**src/rtl/jt51_timer_ctrl.sv**
```systemverilog
// jt51_timer_ctrl: CPU write decoder for timer A/B registers, busy status and CSM key-on
module jt51_timer_ctrl #(
    parameter int BUSY_CYCLES = 32
) (
    input  logic       clk,
    input  logic       rst,
    input  logic       cen,
    input  logic       zero,
    input  logic       wr,
    input  logic       a0,
    input  logic [7:0] din,
    input  logic       flag_A,
    input  logic       flag_B,
    input  logic       overflow_A,
    output logic [9:0] value_A,
    output logic [7:0] value_B,
    output logic       load_A,
    output logic       load_B,
    output logic       clr_flag_A,
    output logic       clr_flag_B,
    output logic       enable_irq_A,
    output logic       enable_irq_B,
    output logic       csm,
    output logic       csm_kon,
    output logic       busy,
    output logic [7:0] dout
);
    logic [7:0] addr_q, addr_d;
    logic [7:0] cnt_q, cnt_d;
    logic [9:0] va_q, va_d;
    logic [7:0] vb_q, vb_d;
    logic [4:0] ctrl_q, ctrl_d;
    logic [1:0] clr_q, clr_d;
    logic       kon_q, kon_d;
    logic       wr_ok, sel_14;

    assign busy    = cnt_q != 8'd0;
    assign wr_ok   = wr && a0 && !busy;
    assign sel_14  = wr_ok && addr_q == 8'h14;

    // next state: data writes are judged against the pre-clock busy; key-on only moves on sample strobes
    always_comb begin
        addr_d = (wr && !a0) ? din : addr_q;
        cnt_d  = wr_ok ? BUSY_CYCLES[7:0] : (cen && busy) ? cnt_q - 8'd1 : cnt_q;
        va_d   = (wr_ok && addr_q == 8'h10) ? {din, va_q[1:0]} :
                 (wr_ok && addr_q == 8'h11) ? {va_q[9:2], din[1:0]} : va_q;
        vb_d   = (wr_ok && addr_q == 8'h12) ? din : vb_q;
        ctrl_d = sel_14 ? {din[7], din[3:0]} : ctrl_q;
        clr_d  = sel_14 ? din[5:4] : 2'b00;
        kon_d  = (cen && zero) ? (overflow_A && ctrl_q[4]) : kon_q;
    end

    // state registers with asynchronous reset
    always_ff @(posedge clk or posedge rst) begin
        if (rst) begin
            addr_q <= 8'h00;
            cnt_q  <= 8'd0;
            va_q   <= 10'd0;
            vb_q   <= 8'd0;
            ctrl_q <= 5'd0;
            clr_q  <= 2'd0;
            kon_q  <= 1'b0;
        end else begin
            addr_q <= addr_d;
            cnt_q  <= cnt_d;
            va_q   <= va_d;
            vb_q   <= vb_d;
            ctrl_q <= ctrl_d;
            clr_q  <= clr_d;
            kon_q  <= kon_d;
        end
    end

    assign value_A      = va_q;
    assign value_B      = vb_q;
    assign csm          = ctrl_q[4];
    assign enable_irq_B = ctrl_q[3];
    assign enable_irq_A = ctrl_q[2];
    assign load_B       = ctrl_q[1];
    assign load_A       = ctrl_q[0];
    assign clr_flag_B   = clr_q[1];
    assign clr_flag_A   = clr_q[0];
    assign csm_kon      = kon_q;
    assign dout         = {busy, 5'b0, flag_B, flag_A};
endmodule

```
**config.mk**
```make
export PLATFORM = sky130hd
export DESIGN_NAME = jt51_timer_ctrl
export DESIGN_NICKNAME = d
export VERILOG_FILES = /design/src/rtl/jt51_timer_ctrl.sv
export SDC_FILE = /design/constraint.sdc
export NUM_CORES = 1
export LEC_CHECK = 0
export ABC_AREA = 1
export CAP_MARGIN = 20
export CORE_MARGIN = 5
export CORE_UTILIZATION = 25
export DETAILED_ROUTE_END_ITERATION = 16
export PLACE_DENSITY = 0.55
export SLEW_MARGIN = 30
export SYNTH_ARGS = -nofsm -noshare
export SYNTH_HDL_FRONTEND = slang
export SYNTH_SLANG_ARGS = --single-unit
```
**constraint.sdc**
```tcl
create_clock -name clk -period 1.6 [get_ports clk]
set_clock_uncertainty 0.15 [all_clocks]
set_input_delay 0.32 -clock clk [delete_from_list [all_inputs] [get_ports clk]]
set_output_delay 0.32 -clock clk [all_outputs]
set_load 0.01 [all_outputs]
```
==> impl_metrics.ini <==
[global_route]
grt_busiest_layer = met2
grt_max_degree = 43
grt_use_met1 = 0.1217
grtUsageMet3 = 0.02805
grt_use_met2 = 0.1679
grt_pass1_wl_um = 7900
overflow = 0
antenna_found_initial = 0
grt_pass1_vias = 1682
gr-usage-all-layers = 0.09927

[final_layout]
nFillCells = 811
final_cells = 422
syn2layout_area_growth_pct = 54.76
drive_gt1_frac = 0.2906
nets = 337
antenna_cells = 0
fin_util = 0.3984
fin_area_um2 = 3094

[clock_tree]
cts_root_buffer = clkbuf_8
cts_buffers = 5
clkSinkCount = 42
htreeDepth = 2
cts_tree = yes
cts_max_path_buffers = 2
cts_hold_buf = 0
clk_latency_ns = 0.29
clkTransAtPathRegs_ns = 0.09

[place]
placed_cells = 409
place_ws_ns = -0.2171
io_buffer_count = 42
place_area_um2 = 2793
dp_hpwl_um = 3688
place_congestion = 0.7889

[drt]
route.detailed.drc = 0
ant_nets = 0
wirelength_um = 5030
via_count = 1818
dr.pass1.iters = 4
drt_iter0_drc = 84
post_drt_via_cell_ratio = 4.308
wire_per_inst_um = 11.92

[timing]
fin_crit_sh = 1.050
drv_slew = 0
finalCriticalPeriod_ns = 1.680
rsz0062_at_grt = true
finalHoldViolCount = 0
finalSetupViolations = 25
fin_ws_ns = -0.08045
fmax_ghz = 0.5951

[die]
die_x_um = 99.43
die_area_um2 = 9886
floorplan.initialDensity = 0.2574
dieHeight_um = 99.43
coreArea_um2 = 7767
ios = 52
rows = 32

[logic_synthesis]
yosysUniqueCellTypes = 24
yosysSeqAreaShare = 0.5257
syn-cell-area_um2 = 1999
synth.largest_area_cell = dfrtp_1
ys.flop_type = dfrtp_1
ys_top_cells_by_count = 71 x nand2_1, 42 x dfrtp_1, 39 x nand3_1
ys_ff_latch = 42
synthArstFlopShare = 1.000
ys_top_cells_by_area = dfrtp_1 53%, nand2_1 13%, nand3_1 9.8%, inv_1 3.6%, buf_4 3.0%
synth_cells = 237
synth_top_area_frac = 0.5257
synth_most_common_cell = nand2_1
avgSynthCellArea_um2 = 8.436
synth_warnings = 0
synth_edf_count = 0

[setup_path]
crit_path_max_fanout = 6
reg2reg_slack_ns = -0.08
worstSetupStartpointType = register
endpoint_kind = register
crit_chain = inv_2, ha_4, inv_2, nor2_4, nand2_4, buf_12, nor2_8, buf_12, buf_4, nand3_1, nand2_1
cp.required_ns = 1.69
cpMaxStageDelayCell = dfrtp_1
max_stage_delay_ns = 0.39
cp_data_arrival_time_ns = 1.77
critical_path_class = reg -> reg

[power]
leakagePower_nw = 1.721
p_total_mw = 2.884
power_density_nw_per_um2 = 932.1
ir_worst_vdd_v = 0.0003666

[min_path]
hold_path_class = in -> async

[status]
violations = setup timing
status = complete, but fails checks

[job]
drv_cap = 0
==> where the power goes <==
| group | switching [mW] | total, mW | leakage (nW) | internal (mW) |
|---|---|---|---|---|
| registers | 0.0798 | 1.25 | 0.546 | 1.17 |
| logic | 0.401 | 0.793 | 1.12 | 0.392 |
| clock network | 0.372 | 0.840 | 0.0585 | 0.468 |
| total | 0.853 | 2.88 | 1.72 | 2.03 |
==> cell families after synthesis <==
kind of cell / synth area share
AND/OR/NAND/NOR: 0.3335
flip-flops: 0.5257
buffers and inverters: 0.08824
AO/OA/AOI/OAI: 0.02316
multiplexers: 0.01689
adder cells (fa/ha/maj): 0.006257
other: 0.001876
XOR/XNOR: 0.004381
==> critical path, delay by kind of cell (launching register included) <==
family	cells	cell delay (ns)
buf+inv	5	0.51
fa+ha+maj	1	0.13
flops	1	0.39
simple gates	5	0.44
==> final timing paths <==
path	startpoint	to	cells after the start
worst max-delay path	cnt_q[1]$_DFFE_PP0P_	value_B[5]$_DFFE_PP0P_	11
worst min-delay path	rst	cnt_q[4]$_DFFE_PP0P_	3
worst max register to register	cnt_q[1]$_DFFE_PP0P_	value_B[5]$_DFFE_PP0P_	11
worst min register to register	ctrl_q[3]$_DFFE_PP0N_	ctrl_q[3]$_DFFE_PP0N_	2
max in group asynchronous	rst	cnt_q[1]$_DFFE_PP0P_	3
min in group clk	ctrl_q[3]$_DFFE_PP0N_	ctrl_q[3]$_DFFE_PP0N_	2
==> final cells by class <==
cell class,instances,area (um2),area share
sequential,42,1051,0.3397
multi-input combinational,164,938.4,0.3033
tap,102,127.6,0.04125
inverter,23,86.33,0.02790
clock inverter,3,43.79,0.01415
timing repair buffer,83,778.2,0.2515
clock buffer,5,68.82,0.02224
==> flip-flops by register name (all words and copies together), names as in the netlist <==
name / flops
value_A: 10
ctrl_q: 5
value_B: 8
clr_q: 2
cnt_q: 8
addr_q: 8
csm_kon: 1
==> stage by stage <==
step | hold WS [ns] | setup TNS (ns)
3_3_place_gp | 0.3068 | -3.630
3_5_place_dp | 0.3091 | -4.021
4_1_cts | 0.2408 | -2.002
5_1_grt | 0.2636 | -3.830
6_report | 0.2385 | -1.578
2_1_floorplan | 0.2670 | 0
==> metal layers <==
metal  share of wire  up-vias
li1                -      910
met1            0.44      874
met2            0.50       32
met3           0.045        2
met4          0.0099        0
met5               0        -
==> placed cells by master, fill, tap and decap left out, drive strengths merged, types with 3 or more instances in the layout <==
cell | synthesis | routed
dlygate4sd2 | 0 | 26
mux2 | 3 | 3
nand3 | 39 | 39
nand2 | 75 | 75
dfrtp | 42 | 42
conb | 1 | 5
inv | 23 | 24
clkdlybuf4s50 | 0 | 14
nor2 | 22 | 22
clkbuf | 2 | 7
a21oi | 4 | 4
nand4 | 5 | 5
o21ai | 4 | 4
nor3 | 3 | 3
buf | 10 | 41
==> repair_timing <==
item                       4_1_cts  5_1_grt
buffers inserted                 1        3
gates cloned                     0        2
pin swaps                        2       11
setup endpoints to repair       57       32
resized for setup               42       29
Power figures use the tool's default switching activity.
